==> src/rtl/dmem_if.sv <==
// dmem_if: request/response bus between the core load/store unit and the data memory.
interface dmem_if #(parameter int XLEN = 32);
   logic            req;
   logic            we;
   logic [2:0]      funct3;
   logic [XLEN-1:0] addr;
   logic [XLEN-1:0] wdata;
   logic [XLEN-1:0] rdata;
   logic            done;
   logic            err;
   logic            stall;
   modport master (output req, we, funct3, addr, wdata, input rdata, done, err, stall);
   modport slave  (input req, we, funct3, addr, wdata, output rdata, done, err, stall);
endinterface

==> src/rtl/dmem_waitstate.sv <==
// dmem_waitstate: byte/half/word data memory with programmable wait states and
// misaligned/illegal access reporting; the core stalls until the done pulse.
module dmem_waitstate #(
   parameter int XLEN        = 32,
   parameter int DEPTH       = 64,
   parameter int WAIT_CYCLES = 2
) (
   input logic   clk,
   input logic   reset,
   dmem_if.slave bus
);
   localparam int AW = $clog2(DEPTH);
   typedef enum logic [1:0] {S_IDLE, S_WAIT, S_ACCESS, S_RESP} state_t;
   state_t          state, state_next;
   logic [3:0]      cnt;
   logic            we_q;
   logic [2:0]      f3_q;
   logic [AW+1:0]   addr_q;
   logic [XLEN-1:0] wdata_q;
   logic [XLEN-1:0] rdata;
   logic            done;
   logic            err;
   logic [XLEN-1:0] mem [DEPTH];
   logic [AW-1:0]   idx;
   logic [XLEN-1:0] word, shifted, load, wd, merged;
   logic [7:0]      lb;
   logic [15:0]     lh;
   logic [3:0]      be;
   logic [1:0]      size;
   logic            sx, bad;
   assign idx     = addr_q[AW+1:2];
   assign word    = mem[idx];
   assign size    = f3_q[1:0];
   assign sx      = ~f3_q[2];
   assign shifted = word >> {addr_q[1:0], 3'b000};
   assign lb      = shifted[7:0];
   assign lh      = addr_q[1] ? word[31:16] : word[15:0];
   // funct3[2] is only legal for LBU/LHU; stores never use it
   assign bad = (size == 2'd3) | (f3_q[2] & (we_q | size == 2'd2))
              | (size == 2'd1 & addr_q[0]) | (size == 2'd2 & addr_q[1:0] != 2'b00);
   assign load = size == 2'd0 ? {{(XLEN-8){sx & lb[7]}}, lb}
               : size == 2'd1 ? {{(XLEN-16){sx & lh[15]}}, lh} : word;
   assign be = size == 2'd0 ? 4'b0001 << addr_q[1:0]
             : size == 2'd1 ? (addr_q[1] ? 4'b1100 : 4'b0011) : 4'b1111;
   assign wd = size == 2'd0 ? {4{wdata_q[7:0]}} : size == 2'd1 ? {2{wdata_q[15:0]}} : wdata_q;
   always_comb begin
      merged = word;
      for (int i = 0; i < 4; i++) merged[8*i +: 8] = be[i] ? wd[8*i +: 8] : word[8*i +: 8];
   end
   always_comb begin
      state_next = state;
      case (state)
         S_IDLE:   state_next = bus.req ? (WAIT_CYCLES > 0 ? S_WAIT : S_ACCESS) : S_IDLE;
         S_WAIT:   state_next = cnt == 4'd1 ? S_ACCESS : S_WAIT;
         S_ACCESS: state_next = S_RESP;
         default:  state_next = S_IDLE;
      endcase
   end
   always_ff @(posedge clk or negedge reset) begin
      if (!reset) begin
         state   <= S_IDLE;
         cnt     <= '0;
         we_q    <= 1'b0;
         f3_q    <= '0;
         addr_q  <= '0;
         wdata_q <= '0;
         rdata   <= '0;
         done    <= 1'b0;
         err     <= 1'b0;
      end else begin
         state <= state_next;
         if (state == S_IDLE && bus.req) begin
            we_q    <= bus.we;
            f3_q    <= bus.funct3;
            addr_q  <= bus.addr[AW+1:0];
            wdata_q <= bus.wdata;
            cnt     <= 4'(WAIT_CYCLES);
         end else if (state == S_WAIT) begin
            cnt <= cnt - 4'd1;
         end
         done  <= state == S_ACCESS;
         err   <= state == S_ACCESS && bad;
         rdata <= (state == S_ACCESS && !we_q && !bad) ? load : '0;
      end
   end
   always_ff @(posedge clk)
      if (state == S_ACCESS && we_q && !bad) mem[idx] <= merged;
   assign bus.rdata = rdata;
   assign bus.done  = done;
   assign bus.err   = err;
   assign bus.stall = bus.req & ~done;
endmodule

==> src/flat_wrapper.sv <==
// flat-port wrapper written by rule: the top's interface ports become plain ports
module dmem_waitstate_flat 
#(
   parameter int XLEN        = 32,
   parameter int DEPTH       = 64,
   parameter int WAIT_CYCLES = 2
)
  (clk, reset, bus_req, bus_we, bus_funct3, bus_addr, bus_wdata, bus_rdata, bus_done, bus_err, bus_stall);
  dmem_if #(.XLEN(XLEN)) bus_i ();
  input logic clk;
  input logic reset;
  input wire logic [$bits(bus_i.req)-1:0] bus_req;
  input wire logic [$bits(bus_i.we)-1:0] bus_we;
  input wire logic [$bits(bus_i.funct3)-1:0] bus_funct3;
  input wire logic [$bits(bus_i.addr)-1:0] bus_addr;
  input wire logic [$bits(bus_i.wdata)-1:0] bus_wdata;
  output wire logic [$bits(bus_i.rdata)-1:0] bus_rdata;
  output wire logic [$bits(bus_i.done)-1:0] bus_done;
  output wire logic [$bits(bus_i.err)-1:0] bus_err;
  output wire logic [$bits(bus_i.stall)-1:0] bus_stall;
  assign bus_i.req = bus_req;
  assign bus_i.we = bus_we;
  assign bus_i.funct3 = bus_funct3;
  assign bus_i.addr = bus_addr;
  assign bus_i.wdata = bus_wdata;
  assign bus_rdata = bus_i.rdata;
  assign bus_done = bus_i.done;
  assign bus_err = bus_i.err;
  assign bus_stall = bus_i.stall;
  dmem_waitstate #(.XLEN(XLEN), .DEPTH(DEPTH), .WAIT_CYCLES(WAIT_CYCLES)) u_core (.clk(clk), .reset(reset), .bus(bus_i));
endmodule
==> config.mk <==
export PLATFORM = sky130hd
export DESIGN_NAME = dmem_waitstate_flat
export DESIGN_NICKNAME = d
export VERILOG_FILES = /design/src/rtl/dmem_if.sv /design/src/rtl/dmem_waitstate.sv /design/src/flat_wrapper.sv
export SDC_FILE = /design/constraint.sdc
export NUM_CORES = 2
export LEC_CHECK = 0
export CAP_MARGIN = 30
export CORE_MARGIN = 5
export CORE_UTILIZATION = 45
export DETAILED_ROUTE_END_ITERATION = 8
export PLACE_DENSITY_LB_ADDON = 0.2
export SETUP_SLACK_MARGIN = 0.15
export SYNTH_ARGS = -nofsm -noshare
export SYNTH_HDL_FRONTEND = slang
export SYNTH_SLANG_ARGS = --single-unit
==> constraint.sdc <==
create_clock -name clk -period 6.2 [get_ports clk]
set_input_delay 1.24 -clock clk [delete_from_list [all_inputs] [get_ports clk]]
set_output_delay 1.24 -clock clk [all_outputs]
set_load 0.01 [all_outputs]
### Yosys cells after proc, flatten, opt, wreduce, memory -nomap -nowiden

Memories as Yosys holds them, arrays and structs flattened.
Index checks and enable logic that the tools add are counted.

| word-level totals | value |
|---|---|
| bits in registers | 84 |
| RAM bits | 2048 |
| input bits | 71 |
| memories kept | 1 |

| operators by class | value |
|---|---|
| add/subtract/negate cells | 1 |
| eq/ne operators | 6 |
| shift-type cells | 2 |
| muxes and demuxes | 20 |
| bitwise gates (word level) | 12 |
| reductions and logical operators | 12 |

Memories:

| name | words | bits a word | rd ports | clocked after Yosys merged registers in | wr ports | RTL line | text |
|---|---|---|---|---|---|---|---|
| u_core.mem | 64 | 32 | 1 | 0 | 1 | dmem_waitstate.sv:23 | `logic [XLEN-1:0] mem [DEPTH];` |

Operators by type and width:

| cell | number |
|---|---|
| 32-bit 2-to-1 mux | 5 |
| 8-bit 2-to-1 mux | 4 |
| 32-bit by 5-bit right shift with 8-bit output | 1 |
| 4-bit 2-to-1 mux | 5 |
| 16-bit 2-to-1 mux | 1 |
| 1-bit bitwise AND | 6 |
| 2-bit equality test (second input constant) | 3 |
| 1-bit logical AND | 6 |
| 2-bit case mux with 3 select lines | 1 |
| 2-bit by 1-bit equality test with 1-bit output (second input constant) | 2 |
| 4-bit by 1-bit equality test with 1-bit output (second input constant) | 1 |
| 2-bit logical NOT | 2 |
| 1-bit OR | 4 |
| 2-bit nonzero test | 2 |
| 1-bit by 2-bit left shift with 4-bit output (first input constant) | 1 |
| 4-bit by 1-bit subtractor with 4-bit output (second input constant) | 1 |
| 1-bit 2-to-1 mux | 3 |
| 1-bit logical NOT | 2 |
| 2-bit 2-to-1 mux | 1 |
| 1-bit NOT | 2 |

### Logic depth before layout (Yosys ltp)

| depth | value |
|---|---|
| depth after elaboration | 10 |
| depth in mapped cells | 15 |
| mapped depth without buffers | 8 |

### Worst setup path after synthesis

No wires, ideal clock.

| timing path | value |
|---|---|
| path type | reg-to-reg |
| from | register u_core.addr_q[3] |
| to | memory u_core.mem[0][4], data pin |
| setup time | 0.701 ns |
| arrival time | 4.571 ns |
| setup slack | 0.927 ns |
| stages on the path, launching flop included | 12 |
| path buffers | 4 |
| period minus slack after synthesis | 5.273 ns |
| path through | dfrtp_1 -> buf_4 -> and2_1 -> clkbuf_1 -> clkbuf_1 -> buf_1 -> nand2_1 -> a21oi_1 -> o21ai_0 -> o211ai_1 -> nor4_1 -> o21ai_0 |

| between the ends | value |
|---|---|
| longest elaborated chain between the ends | 2 |

RTL lines:

| what | RTL line | text |
|---|---|---|
| start, declared | dmem_waitstate.sv:18 | `logic [AW+1:0] addr_q;` |
| start signal, assigned | dmem_waitstate.sv:75 | `addr_q <= bus.addr[AW+1:0];` |
| memory read 64 x 32 bit | n/a |  |
| 8-bit 2-to-1 mux | dmem_waitstate.sv:48 | `for (int i = 0; i < 4; i++) merged[8*i +: 8] = be[i] ? wd[8*i +: 8] : word[8*i +: 8];` |
| net u_core.merged[4] | dmem_waitstate.sv:25 | `logic [XLEN-1:0] word, shifted, load, wd, merged;` |
| end, declared | dmem_waitstate.sv:23 |  |

The timed path passes the listed nets, and every way through them passes these cells.

### Worst setup path after layout

| timing path | value |
|---|---|
| from | register u_core.addr_q[4] |
| to | memory u_core.mem[31][2], data pin |

Same word-level chain as after synthesis.

==> load_flow_metrics.sql <==
INSERT INTO impl_metrics (metric_group, metric, value, unit) VALUES
('run_status', 'run_status', 'complete, no violations', ''),
('timing', 'timing.final.max_slew_violations', '0', ''),
('clocking', 'cts_buffers', '210', ''),
('timing', 'layout_worst_path_cycle_share', '84.2', '%'),
('setup_path', 'timing.critical_path.depth', '9', ''),
('logic_synthesis', 'synth_edf_count', '2048', ''),
('setup_path', 'critical_path.startpoint_type', 'flip-flop', ''),
('drt', 'detail_route.first_pass.iterations', '6', ''),
('logic_synthesis', 'yosys_warnings', '0', ''),
('setup_path', 'cp_cell_sequence', 'buf_4, nand2b_1, o22a_1, a31oi_1, nor3_1, nand4_1, nand2_1, nand2_2, buf_4', ''),
('final_layout', 'multiInputGateArea', '18300', 'µm²'),
('setup_path', 'rr_worst_depth', '9', ''),
('clocking', 'ctsResizeCount', '0', ''),
('logic_synthesis', 'synthDistinctLibCells', '76', ''),
('placement', 'portBuffers', '81', ''),
('floorplanning', 'die-height', '438', 'µm'),
('clocking', 'cts_max_path_buffers', '3', ''),
('run', 'timing.max_cap.violations', '0', ''),
('global_route', 'grt_overflow', '0', ''),
('clocking', 'clk_pin_slew', '0.06', 'ns'),
('drt', 'remaining_drc_errors', '0', ''),
('global_route', 'gr-usage-all-layers', '29.2', '%'),
('drt', 'route.detailed.wl_per_inst', '37.5', 'µm'),
('timing', 'slew_headroom', '26.3', '%'),
('global_route', 'antenna_found_initial', '16', ''),
('global_route', 'first_pass_grt_wire_length', '388000', 'µm'),
('floorplanning', 'die_width', '438', 'µm'),
('worst_hold_path', 'worst_hold_path_type', 'input port to asynchronous set/reset pin', ''),
('drt', 'detail-route-antenna-nets', '0', ''),
('timing', 'hold_viol_final', '0', ''),
('logic_synthesis', 'synth.top_cells.by_area', 'sky130_fd_sc_hd__edfxtp_1 74%, sky130_fd_sc_hd__mux2i_1 3.9%, sky130_fd_sc_hd__mux4_2 3.1%, sky130_fd_sc_hd__dfrtp_1 2.5%, sky130_fd_sc_hd__a221oi_1 1.5%', ''),
('timing', 'period_minus_slack', '5.22', 'ns'),
('drt', 'routed_wirelength', '284000', 'µm'),
('logic_synthesis', 'mappedNetlistNets', '4650', ''),
('timing', 'tightestPinTransition', '1.10', 'ns'),
('final_layout', 'regArea', '63600', 'µm²'),
('drt', 'detailedRoute.firstIterationViolations', '7481', ''),
('logic_synthesis', 'avgSynthCellArea', '18.0', 'µm²'),
('final_layout', 'layout-drive-gt1-share', '20.0', '%'),
('final_layout', 'synthToLayoutAreaGrowth', '16.4', '%'),
('floorplanning', 'design.die.area', '192000', 'µm²'),
('logic_synthesis', 'synthFlopType', 'sky130_fd_sc_hd__edfxtp_1', ''),
('logic_synthesis', 'post-synth-top-area-cell', 'sky130_fd_sc_hd__edfxtp_1', ''),
('clocking', 'clkLatencyLatePin', '0.87', 'ns'),
('timing', 'grt_setup_unrepaired', 'no', ''),
('floorplanning', 'floorplan.initialDensity', '45.2', '%'),
('floorplanning', 'floorplan.core_area', '183000', 'µm²'),
('logic_synthesis', 'synthCells', '4577', ''),
('clocking', 'cts_hold_buf', '0', ''),
('global_route', 'grt_max_degree', '65', ''),
('setup_path', 'cp_data_required_time', '6.72', 'ns'),
('power', 'vdd_ir_max', '0.000702', 'V'),
('floorplanning', 'io_pins', '106', ''),
('power', 'power_density', '604', 'nW/µm²'),
('clocking', 'clock-root-buffer', 'sky130_fd_sc_hd__clkbuf_16', ''),
('timing', 'fin_skew', '0.0388', 'ns'),
('setup_path', 'worstSetupEndpointType', 'flip-flop', ''),
('logic_synthesis', 'area_share_of_the_largest_cell_type_after_synthesis', '74.5', '%'),
('setup_path', 'crit_slowest_cell', 'sky130_fd_sc_hd__dfrtp_4', ''),
('drt', 'viasPerCell', '6.45', ''),
('logic_synthesis', 'ys_seq_area_share', '77.0', '%'),
('setup_path', 'peak_per_stage_delay_on_the_critical_path', '0.98', 'ns'),
('setup_path', 'critPathBufInv', '2', ''),
('clocking', 'postCtsSetupRepairBufs', '0', ''),
('timing', 'setup-violations-final', '0', ''),
('final_layout', 'layout.filler_cells', '14500', ''),
('placement', 'routabilityCongestion', '0.899', ''),
('logic_synthesis', 'ys_seq_elements', '2132', ''),
('setup_path', 'data_arrival_time_of_the_worst_path', '5.74', 'ns'),
('setup_path', 'cp_max_fo', '37', ''),
('floorplanning', 'rows', '157', '');
routing by layer:
| metal | track usage (%) | up-vias | share of wire [%] |
|---|---|---|---|
| li1 | - | 19500 | - |
| met2 | 42.9 | 3234 | 44 |
| met5 | 0 | - | 0 |
| met4 | 15.0 | 0 | 6.1 |
| met1 | 39.9 | 25500 | 38 |
| met3 | 8.17 | 588 | 12 |
layout by cell type (no fill, tap or decap), drive strengths merged, types with 18 or more instances in the layout:
cell type      count
mux2             158
a31oi             28
a22o              51
nand2            131
o211ai            27
a211oi            27
clkinv            96
clkdlybuf4s50     80
buf              358
mux2i            323
edfxtp          2048
mux4             114
nor2b             21
o21ai            155
a222oi            22
o221ai            18
o22ai             91
a21oi            184
o22a              19
a22oi            154
dfrtp             84
nand3             32
clkbuf           264
nor2             183
a221o             57
a221oi           145
sequential cells by signal (all words and copies together), names as in the netlist:
register / cells
u_core.mem: 2048
u_core.cnt: 4
u_core.bus.err: 1
u_core.bus.done: 1
u_core.addr_q: 8
u_core.bus.rdata: 32
u_core.we_q: 1
u_core.wdata_q: 32
u_core.state: 2
u_core.f3_q: 3
synthesized netlist by cell type (all sizes together), types with 19 or more instances:
| master | instances |
|---|---|
| o22a | 19 |
| nor2 | 183 |
| mux2i | 323 |
| a21oi | 184 |
| o21ai | 155 |
| edfxtp | 2048 |
| mux2 | 158 |
| clkbuf | 109 |
| a221oi | 145 |
| a222oi | 22 |
| a31oi | 28 |
| dfrtp | 84 |
| nor2b | 21 |
| nand2 | 131 |
| o22ai | 91 |
| buf | 201 |
| mux4 | 114 |
| a221o | 57 |
| a22oi | 154 |
| a22o | 51 |
| o211ai | 27 |
| a211oi | 27 |
| nand3 | 32 |
area by class of cell:
cell class | count | share of cell area (%)
clock buffer | 264 | 5.77
clock inverter | 125 | 1.22
inverter | 8 | 0.0390
multi-input combinational | 2127 | 19.1
timing repair buffer | 438 | 4.49
tap | 2464 | 3.21
antenna | 13 | 0.0338
sequential | 2132 | 66.2
power by group:
part | internal, mW | total, mW | switching, mW
Sequential | 21.4 | 21.9 | 0.519
Clock | 7.02 | 12.5 | 5.48
Combinational | 6.25 | 23.7 | 17.4
cells by family after synthesis:
kind of cell               count (synthesis)  share of synthesized area (%)
buffers and inverters                    318                           1.99
DFF                                     2132                           77.0
adders and majority gates                  2                         0.0303
and+or+nand+nor                          491                           2.87
muxes                                    595                           9.18
AOI/OAI and AO/OA                       1039                           8.94
through the flow:
stage / hold WS, ns / cells / instance area, µm²
2_1_floorplan: 0.458 / 4577 / 82600
3_3_place_gp: 0.488 / 7154 / 89200
3_5_place_dp: 0.502 / 7162 / 89300
4_1_cts: 0.252 / 7551 / 96000
5_1_grt: 0.285 / 7559 / 96100
6_report: 0.293 / 7571 / 96100
path summary, 6_finish.rpt:
| path | end | slack (ns) | from |
|---|---|---|---|
| max | u_core.mem[31][2] | 0.98 | u_core.addr_q[4] |
| min | u_core.addr_q[6] | 0.29 | reset |
| max reg2reg | u_core.mem[31][2] | 0.98 | u_core.addr_q[4] |
| min reg2reg | u_core.wdata_q[30] | 0.51 | u_core.wdata_q[30] |
| max in group asynchronous | u_core.wdata_q[14] | 4.67 | reset |
| min in group clk | u_core.wdata_q[30] | 0.51 | u_core.wdata_q[30] |
Note: power is estimated with default switching activity, not from simulation.
